$ cat src/rtl/vend_pkg.sv
// Shared definitions for the change dispenser: coin values, FSM states,
// error codes and the refill/denomination select encoding.
package vend_pkg;

    localparam int AMOUNT_W = 7;
    localparam int INV_W    = 6;

    localparam logic [AMOUNT_W-1:0] COIN_5     = 7'd5;
    localparam logic [AMOUNT_W-1:0] COIN_10    = 7'd10;
    localparam logic [AMOUNT_W-1:0] COIN_25    = 7'd25;
    localparam logic [AMOUNT_W-1:0] MAX_AMOUNT = 7'd125;
    localparam logic [INV_W-1:0]    INV_MAX    = 6'd63;

    typedef enum logic [2:0] {
        IDLE     = 3'd0,
        SELECT   = 3'd1,
        EJECT    = 3'd2,
        WAIT_ACK = 3'd3,
        DONE     = 3'd4,
        ERR      = 3'd5
    } state_t;

    typedef enum logic [1:0] {
        ERR_NONE       = 2'b00,
        ERR_BAD_AMOUNT = 2'b01,
        ERR_NO_COINS   = 2'b10,
        ERR_TIMEOUT    = 2'b11
    } err_code_t;

    // Same encoding is used for refill_sel and for the chosen denomination.
    typedef enum logic [1:0] {
        SEL_5    = 2'd0,
        SEL_10   = 2'd1,
        SEL_25   = 2'd2,
        SEL_NONE = 2'd3
    } coin_sel_t;

    function automatic logic [AMOUNT_W-1:0] coin_value(input coin_sel_t sel);
        case (sel)
            SEL_5:   coin_value = COIN_5;
            SEL_10:  coin_value = COIN_10;
            SEL_25:  coin_value = COIN_25;
            default: coin_value = '0;
        endcase
    endfunction

endpackage

$ cat src/rtl/change_dispenser_if.sv
// Request, hopper, refill and status signals of the change dispenser.
// master drives requests (controller/bench), slave is the dispenser.
interface change_dispenser_if;
    import vend_pkg::*;

    logic                start;
    logic [AMOUNT_W-1:0] amount;
    logic                hopper_ack;
    logic                refill_valid;
    logic [1:0]          refill_sel;
    logic [INV_W-1:0]    refill_qty;

    logic                eject_5;
    logic                eject_10;
    logic                eject_25;
    logic                busy;
    logic                done;
    logic                error;
    logic [1:0]          err_code;
    logic [AMOUNT_W-1:0] remaining;
    logic [INV_W-1:0]    inv_5;
    logic [INV_W-1:0]    inv_10;
    logic [INV_W-1:0]    inv_25;

    modport master (
        output start, amount, hopper_ack, refill_valid, refill_sel, refill_qty,
        input  eject_5, eject_10, eject_25, busy, done, error, err_code,
               remaining, inv_5, inv_10, inv_25
    );

    modport slave (
        input  start, amount, hopper_ack, refill_valid, refill_sel, refill_qty,
        output eject_5, eject_10, eject_25, busy, done, error, err_code,
               remaining, inv_5, inv_10, inv_25
    );

endinterface

$ cat src/rtl/coin_inventory.sv
// Three saturating 6-bit coin counters; each can take an eject decrement
// and a refill in the same cycle.
module coin_inventory
    import vend_pkg::*;
#(
    parameter int INIT_INV = 10
) (
    input  logic             clk,
    input  logic             reset,
    input  logic             dec_valid,
    input  coin_sel_t        dec_sel,
    input  logic             refill_valid,
    input  coin_sel_t        refill_sel,
    input  logic [INV_W-1:0] refill_qty,
    output logic [INV_W-1:0] inv_5,
    output logic [INV_W-1:0] inv_10,
    output logic [INV_W-1:0] inv_25
);

    logic [INV_W-1:0] count_bus [3];

    generate
        for (genvar gi = 0; gi < 3; gi++) begin : g_counter
            logic [INV_W-1:0] count_reg;
            logic [INV_W-1:0] count_next;
            logic [INV_W-1:0] after_dec;
            logic [INV_W:0]   sum;

            // Decrement first, then add the refill; the extra sum bit flags saturation.
            always_comb begin
                after_dec = count_reg;
                if (dec_valid && (dec_sel == coin_sel_t'(2'(gi))))
                    after_dec = count_reg - 1'b1;
                sum = {1'b0, after_dec};
                if (refill_valid && (refill_sel == coin_sel_t'(2'(gi))))
                    sum = {1'b0, after_dec} + {1'b0, refill_qty};
                count_next = sum[INV_W] ? INV_MAX : sum[INV_W-1:0];
            end

            always_ff @(posedge clk or posedge reset) begin
                if (reset)
                    count_reg <= INV_W'(INIT_INV);
                else
                    count_reg <= count_next;
            end

            assign count_bus[gi] = count_reg;
        end
    endgenerate

    assign inv_5  = count_bus[0];
    assign inv_10 = count_bus[1];
    assign inv_25 = count_bus[2];

endmodule

$ cat src/rtl/change_dispenser.sv
// Greedy coin change dispenser: picks 25/10/5 coins from inventory, pulses
// the hopper and waits for each drop acknowledge with a timeout.
module change_dispenser
    import vend_pkg::*;
#(
    parameter int TIMEOUT_CYCLES = 255,
    parameter int INIT_INV       = 10
) (
    input  logic               clk,
    input  logic               reset,
    change_dispenser_if.slave  bus
);

    localparam int                 TIMER_W    = $clog2(TIMEOUT_CYCLES + 1);
    localparam logic [TIMER_W-1:0] TIMER_LAST = TIMER_W'(TIMEOUT_CYCLES - 1);

    state_t              state_reg,     state_next;
    logic [AMOUNT_W-1:0] remaining_reg, remaining_next;
    err_code_t           err_code_reg,  err_code_next;
    coin_sel_t           coin_reg,      coin_next;
    logic [TIMER_W-1:0]  timer_reg,     timer_next;

    coin_sel_t           pick;
    logic                amount_ok;
    logic [INV_W-1:0]    inv_5;
    logic [INV_W-1:0]    inv_10;
    logic [INV_W-1:0]    inv_25;

    coin_inventory #(
        .INIT_INV (INIT_INV)
    ) u_inventory (
        .clk          (clk),
        .reset        (reset),
        .dec_valid    (state_reg == EJECT),
        .dec_sel      (coin_reg),
        .refill_valid (bus.refill_valid),
        .refill_sel   (coin_sel_t'(bus.refill_sel)),
        .refill_qty   (bus.refill_qty),
        .inv_5        (inv_5),
        .inv_10       (inv_10),
        .inv_25       (inv_25)
    );

    assign amount_ok = (bus.amount <= MAX_AMOUNT) && ((bus.amount % 7'd5) == 7'd0);

    // Largest coin that still fits and is in stock; no backtracking.
    always_comb begin
        pick = SEL_NONE;
        if ((remaining_reg >= COIN_25) && (inv_25 != '0))
            pick = SEL_25;
        else if ((remaining_reg >= COIN_10) && (inv_10 != '0))
            pick = SEL_10;
        else if ((remaining_reg >= COIN_5) && (inv_5 != '0))
            pick = SEL_5;
    end

    always_comb begin
        state_next     = state_reg;
        remaining_next = remaining_reg;
        err_code_next  = err_code_reg;
        coin_next      = coin_reg;
        timer_next     = timer_reg;

        case (state_reg)
            IDLE: begin
                if (bus.start) begin
                    if (amount_ok) begin
                        remaining_next = bus.amount;
                        err_code_next  = ERR_NONE;
                        state_next     = SELECT;
                    end else begin
                        err_code_next  = ERR_BAD_AMOUNT;
                        state_next     = ERR;
                    end
                end
            end
            SELECT: begin
                if (remaining_reg == '0) begin
                    state_next = DONE;
                end else if (pick == SEL_NONE) begin
                    err_code_next = ERR_NO_COINS;
                    state_next    = ERR;
                end else begin
                    coin_next  = pick;
                    state_next = EJECT;
                end
            end
            EJECT: begin
                timer_next = '0;
                state_next = WAIT_ACK;
            end
            WAIT_ACK: begin
                // An ack on the last timeout cycle still counts as a drop.
                if (bus.hopper_ack) begin
                    remaining_next = remaining_reg - coin_value(coin_reg);
                    state_next     = SELECT;
                end else if (timer_reg == TIMER_LAST) begin
                    err_code_next = ERR_TIMEOUT;
                    state_next    = ERR;
                end else begin
                    timer_next = timer_reg + 1'b1;
                end
            end
            DONE:    state_next = IDLE;
            ERR:     state_next = IDLE;
            default: state_next = IDLE;
        endcase
    end

    always_ff @(posedge clk or posedge reset) begin
        if (reset) begin
            state_reg     <= IDLE;
            remaining_reg <= '0;
            err_code_reg  <= ERR_NONE;
            coin_reg      <= SEL_NONE;
            timer_reg     <= '0;
        end else begin
            state_reg     <= state_next;
            remaining_reg <= remaining_next;
            err_code_reg  <= err_code_next;
            coin_reg      <= coin_next;
            timer_reg     <= timer_next;
        end
    end

    assign bus.busy      = (state_reg != IDLE);
    assign bus.done      = (state_reg == DONE);
    assign bus.error     = (state_reg == ERR);
    assign bus.eject_5   = (state_reg == EJECT) && (coin_reg == SEL_5);
    assign bus.eject_10  = (state_reg == EJECT) && (coin_reg == SEL_10);
    assign bus.eject_25  = (state_reg == EJECT) && (coin_reg == SEL_25);
    assign bus.err_code  = err_code_reg;
    assign bus.remaining = remaining_reg;
    assign bus.inv_5     = inv_5;
    assign bus.inv_10    = inv_10;
    assign bus.inv_25    = inv_25;

endmodule

$ cat src/flat_wrapper.sv
// flat-port wrapper written by rule: the top's interface ports become plain ports
module change_dispenser_flat import vend_pkg::*;
#(
    parameter int TIMEOUT_CYCLES = 255,
    parameter int INIT_INV       = 10
)
  (clk, reset, bus_start, bus_amount, bus_hopper_ack, bus_refill_valid, bus_refill_sel, bus_refill_qty, bus_eject_5, bus_eject_10, bus_eject_25, bus_busy, bus_done, bus_error, bus_err_code, bus_remaining, bus_inv_5, bus_inv_10, bus_inv_25);
  change_dispenser_if bus_i ();
  input  logic clk;
  input  logic reset;
  input wire logic [$bits(bus_i.start)-1:0] bus_start;
  input wire logic [$bits(bus_i.amount)-1:0] bus_amount;
  input wire logic [$bits(bus_i.hopper_ack)-1:0] bus_hopper_ack;
  input wire logic [$bits(bus_i.refill_valid)-1:0] bus_refill_valid;
  input wire logic [$bits(bus_i.refill_sel)-1:0] bus_refill_sel;
  input wire logic [$bits(bus_i.refill_qty)-1:0] bus_refill_qty;
  output wire logic [$bits(bus_i.eject_5)-1:0] bus_eject_5;
  output wire logic [$bits(bus_i.eject_10)-1:0] bus_eject_10;
  output wire logic [$bits(bus_i.eject_25)-1:0] bus_eject_25;
  output wire logic [$bits(bus_i.busy)-1:0] bus_busy;
  output wire logic [$bits(bus_i.done)-1:0] bus_done;
  output wire logic [$bits(bus_i.error)-1:0] bus_error;
  output wire logic [$bits(bus_i.err_code)-1:0] bus_err_code;
  output wire logic [$bits(bus_i.remaining)-1:0] bus_remaining;
  output wire logic [$bits(bus_i.inv_5)-1:0] bus_inv_5;
  output wire logic [$bits(bus_i.inv_10)-1:0] bus_inv_10;
  output wire logic [$bits(bus_i.inv_25)-1:0] bus_inv_25;
  assign bus_i.start = bus_start;
  assign bus_i.amount = bus_amount;
  assign bus_i.hopper_ack = bus_hopper_ack;
  assign bus_i.refill_valid = bus_refill_valid;
  assign bus_i.refill_sel = bus_refill_sel;
  assign bus_i.refill_qty = bus_refill_qty;
  assign bus_eject_5 = bus_i.eject_5;
  assign bus_eject_10 = bus_i.eject_10;
  assign bus_eject_25 = bus_i.eject_25;
  assign bus_busy = bus_i.busy;
  assign bus_done = bus_i.done;
  assign bus_error = bus_i.error;
  assign bus_err_code = bus_i.err_code;
  assign bus_remaining = bus_i.remaining;
  assign bus_inv_5 = bus_i.inv_5;
  assign bus_inv_10 = bus_i.inv_10;
  assign bus_inv_25 = bus_i.inv_25;
  change_dispenser #(.TIMEOUT_CYCLES(TIMEOUT_CYCLES), .INIT_INV(INIT_INV)) u_core (.clk(clk), .reset(reset), .bus(bus_i));
endmodule
$ cat config.mk
export PLATFORM = sky130hd
export DESIGN_NAME = change_dispenser_flat
export DESIGN_NICKNAME = d
export VERILOG_FILES = /design/src/rtl/vend_pkg.sv /design/src/rtl/change_dispenser_if.sv /design/src/rtl/coin_inventory.sv /design/src/rtl/change_dispenser.sv /design/src/flat_wrapper.sv
export SDC_FILE = /design/constraint.sdc
export NUM_CORES = 1
export LEC_CHECK = 0
export BUFFER_PORTS_ARGS = -buffer_cell sky130_fd_sc_hd__buf_2
export CORE_UTILIZATION = 40
export DETAILED_ROUTE_END_ITERATION = 10
export PLACE_DENSITY = 0.66
export SYNTH_ARGS = -nofsm -noshare
export SYNTH_HDL_FRONTEND = slang
export SYNTH_SLANG_ARGS = --single-unit
$ cat constraint.sdc
create_clock -name clk -period 4 [get_ports clk]
set_input_delay 0.2 -clock clk [delete_from_list [all_inputs] [get_ports clk]]
set_output_delay 0.2 -clock clk [all_outputs]
set_load 0.05 [all_outputs]
==> out/results.txt <==
In this run the critical register-to-register path is launched from u_core.state_reg[1]$_DFFE_PP0P_. The total standard cell area after synthesis is 3487 µm². The logs give 406 for the number of instances in the synthesized netlist and 467 for the net count after synthesis. The number of antenna violations at the first check in global routing is 0.

The chip height came out at 95.37 µm. The critical path goes through nor3b_1, and2_1, nand2_1, xnor2_1, ha_1, nor2b_1, o21ai_0, a21boi_0, o21a_1, o21bai_1, o311ai_0. CTS root buffer: clkbuf_8. The maximum fanout encountered on the critical timing path is 14.

The run gives 33 as the number of core rows. For the I/O pin total, the log shows 53. The setup check on the worst reg-to-reg path leaves a slack of 530 ps. The worst path needs 3467 ps of the cycle, external delays included. The clock transition at the registers of the reported paths was 90 ps; the insertion delay of the later-clocked pin in the worst-skew pair was 300 ps.

The top cell type by area accounts for 22.96% of the synthesized area. The final critical path takes up 86.67% of the cycle. Of the cells placed in the final design, the portion with a size suffix greater than 1 is 18.28%. Among all flip-flop cells after synthesis, the most frequent one is dfrtp_1. The diode insertion count for antenna repair was 0; the power density relative to cell area was 880.3 nW/µm². Entering global routing, the biggest net connects 41 pins. Setup repair after global routing left no endpoint under its margin. At the pin with the least slew margin, the transition time is 603.6 ps. After synthesis, the mean cell area works out to 8.589 µm². The logs give 0 for the count of final hold-check violations and 0 for the final number of max-transition violations.

Post-CTS timing repair inserted 0 buffers for setup. Setup violations remaining at the end of the flow were counted as 0. The area fraction in compound gates after synthesis was 19.05%.

The detail route stage leaves a number of antenna-violating nets equal to 0. The core region is 8341 µm². Once the floorplan was initialized, standard cells occupied 41.81% of the core. After synthesis, flip-flops and latches occupy 28.99% of the total area. Based on the critical path, the design can be clocked at up to 288.5 MHz. The violation count after the first detailed-routing iteration was 137; the flop and latch count out of synthesis was 40. The register with the most flip-flops in the layout has 8 of them.

Routability-driven placement finished with a final weighted congestion of 0.8732. The tools report the max-cap violation count as 0. The critical setup path kind is register to register.

STA puts the critical path data arrival time at 3600 ps. The floorplan step defined a die boundary enclosing 9095 µm². Slowest cell on the critical path: dfrtp_1.

The global-route wire length before repair is 13500 µm, and the number of nets in the finished design is 514. The via count of the first global-routing pass was 2945. STA classifies the critical path endpoint as a register. The delay of the slowest cell on the worst path is 590 ps, and the number of warnings reported in the yosys synthesis log is 0. Detailed routing inserted a total of 3073 vias. The post-synthesis share of cell area spent on full adders, half adders and majority gates was 15.57%. Multiplexer cells account for 2.799% of the synthesized area.

In this run the critical register-to-register path is captured at u_core.u_inventory.inv_10[4]$_DFF_PP0_. The number of placed instances with taps included was 551; the worst path required time was 4130 ps. In this design, the largest share of critical-path delay is due to compound AO/OA/AOI/OAI gates. The combined buffer and inverter count along the critical path works out to 0.

Detailed placement ended at an HPWL of 6522 µm. The count of hold-fix buffers inserted at cts is 0, and the number of CTS-inserted buffers is 5. Fraction of synthesized cell area in xor and xnor cells: 7.284%. Number of enable flip-flop cells after synthesis: 0. The synthesized design spends more area on one cell type than any other, namely dfrtp_1.

The run gives 0 as the total congestion overflow. By area the synthesized netlist is led by dfrtp_1 23%, ha_1 13%, dfstp_2 6.0%. The count of input and output buffers works out to 52. The main combinational cell family by area after synthesis is simple AND/OR/NAND/NOR gates. The first-pass iteration count of the detailed router is 4. The worst pin sits at a relative slew slack of 59.34%. Across the VDD grid, the largest voltage drop is 0.4838 mV. The run finished with clean final reports. TritonCTS built the clock tree. Dividing the detail-routed via count by the number of cells gives 5.497. The run gives 0 as the detailed-route DRC error count. The count of cells resized by post-cts repair is 0, and the overall global routing resource usage is 18.89%. From left edge to right edge, the die measures 95.37 µm. The netlist uses 54 different library cells. Compared with the post-synthesis result, the final layout area differs by 13.35%. The worst hold path belongs to the class input pin to async pin. In the final routed layout, each cell accounts on average for 14.58 µm.

The share of synthesized registers carrying an async set or reset is 100.0%. The final layout contains routed wiring with a total length of 8148 µm. The synthesized netlist devotes 20.92% of its cell area to simple gates. The clock net in this run drives a total of 40 sinks.

The count of cells along the worst register-to-register path was 11. The run gives 0 ps as the accumulated negative setup slack. Once layout is complete, the cells apart from fillers number 559. The static leakage power was 1.848 nW; the number of H-tree levels was 2.

The startpoint class of the critical path was a register. The longest clock path from root to sink contains 2 buffers. For the worst-case clock skew, the log shows 10.10 ps.
==> power by group <==
group	leakage, nW	switching [mW]	total, mW	internal [mW]
Clock	0.0541	0.149	0.334	0.185
Sequential	0.477	0.245	0.856	0.611
Combinational	1.32	1.48	2.29	0.806
Total	1.85	1.88	3.48	1.60
==> metal layers <==
metal,global-route usage (%),vias up,routed length (µm)
li1,-,1533,-
met3,3.429,20,341
met4,6.716,0,233
met2,31.49,67,3776
met1,24.46,1453,3797
met5,0,-,0
==> per-stage QoR <==
step	cell area [µm²]	setup slack [ps]	util, %	hold slack [ps]	total power [mW]
floorplan	3487	695.7	-	394.5	2.603
global placement	3841	797.4	46.05	356.3	3.074
detailed placement	3841	593.8	46.05	362.4	3.136
CTS	3953	560.8	47.39	42.61	3.486
global route	3953	144.3	47.39	74.01	3.776
finish	3953	533.3	47.39	20.57	3.479
==> placed cells by master, fill, tap and decap left out, types with 6 or more instances in the layout <==
cell	count
nand3_1	6
xor2_1	9
o311ai_0	9
nand2_1	47
or3_1	7
o21ai_0	27
a21oi_1	15
nor3_1	11
dfstp_2	8
buf_2	52
xnor2_1	20
nand2b_1	6
ha_1	37
mux2_2	6
o211ai_1	11
dfrtp_1	32
inv_1	36
nor2b_1	12
nor2_1	24
==> cell type report <==
cell class                      instances  area (µm²)
Tap cell                              105       131.4
Timing Repair Buffer                   54       275.3
Clock inverter                          3       42.54
Inverter                               36       135.1
Fill cell                             852        4388
Clock buffer                            5       68.82
Sequential cell                        40        1011
Multi-Input combinational cell        316        2288
==> worst register-to-register path, cell delays in order, from the launching register on <==
cell and delay, ps:
dfrtp_1 590, nor3b_1 400, and2_1 380, nand2_1 120
xnor2_1 220, ha_1 290, nor2b_1 150, o21ai_0 210
a21boi_0 160, o21a_1 190, o21bai_1 360, o311ai_0 250
==> cells in the mapped netlist, types with 5 or more instances <==
cell type and count:
nand2_1 47, ha_1 37, inv_1 36, dfrtp_1 32, o21ai_0 27, nor2_1 24, xnor2_1 20, a21oi_1 15
clkbuf_1 14, nor2b_1 12, nor3_1 11, o211ai_1 11, o311ai_0 9, xor2_1 9, dfstp_2 8, or3_1 7
mux2_2 6, nand2b_1 6, nand3_1 6, a21o_1 5
==> logic make-up after synthesis <==
group,count (synthesis)
fa+ha+maj,41
simple gates,140
xor+xnor,29
mux,9
buf+inv,50
compound gates,97
flops,40
==> how the worst max path moves through the flow <==
stage,to,slack [ps],startpoint,cells past startpoint
2_1_floorplan,u_core.u_inventory.inv_10[2]$_DFF_PP0_,700,u_core.state_reg[0]$_DFFE_PP0P_,13
3_3_place_gp,u_core.u_inventory.inv_25[2]$_DFF_PP0_,800,u_core.state_reg[1]$_DFFE_PP0P_,10
3_5_place_dp,u_core.u_inventory.inv_10[4]$_DFF_PP0_,590,u_core.state_reg[1]$_DFFE_PP0P_,11
4_1_cts,u_core.u_inventory.inv_10[4]$_DFF_PP0_,560,u_core.state_reg[1]$_DFFE_PP0P_,11
5_1_grt,u_core.u_inventory.inv_10[4]$_DFF_PP0_,140,u_core.state_reg[1]$_DFFE_PP0P_,11
6_report,u_core.u_inventory.inv_10[4]$_DFF_PP0_,530,u_core.state_reg[1]$_DFFE_PP0P_,11
Power figures use the tool's default switching activity.
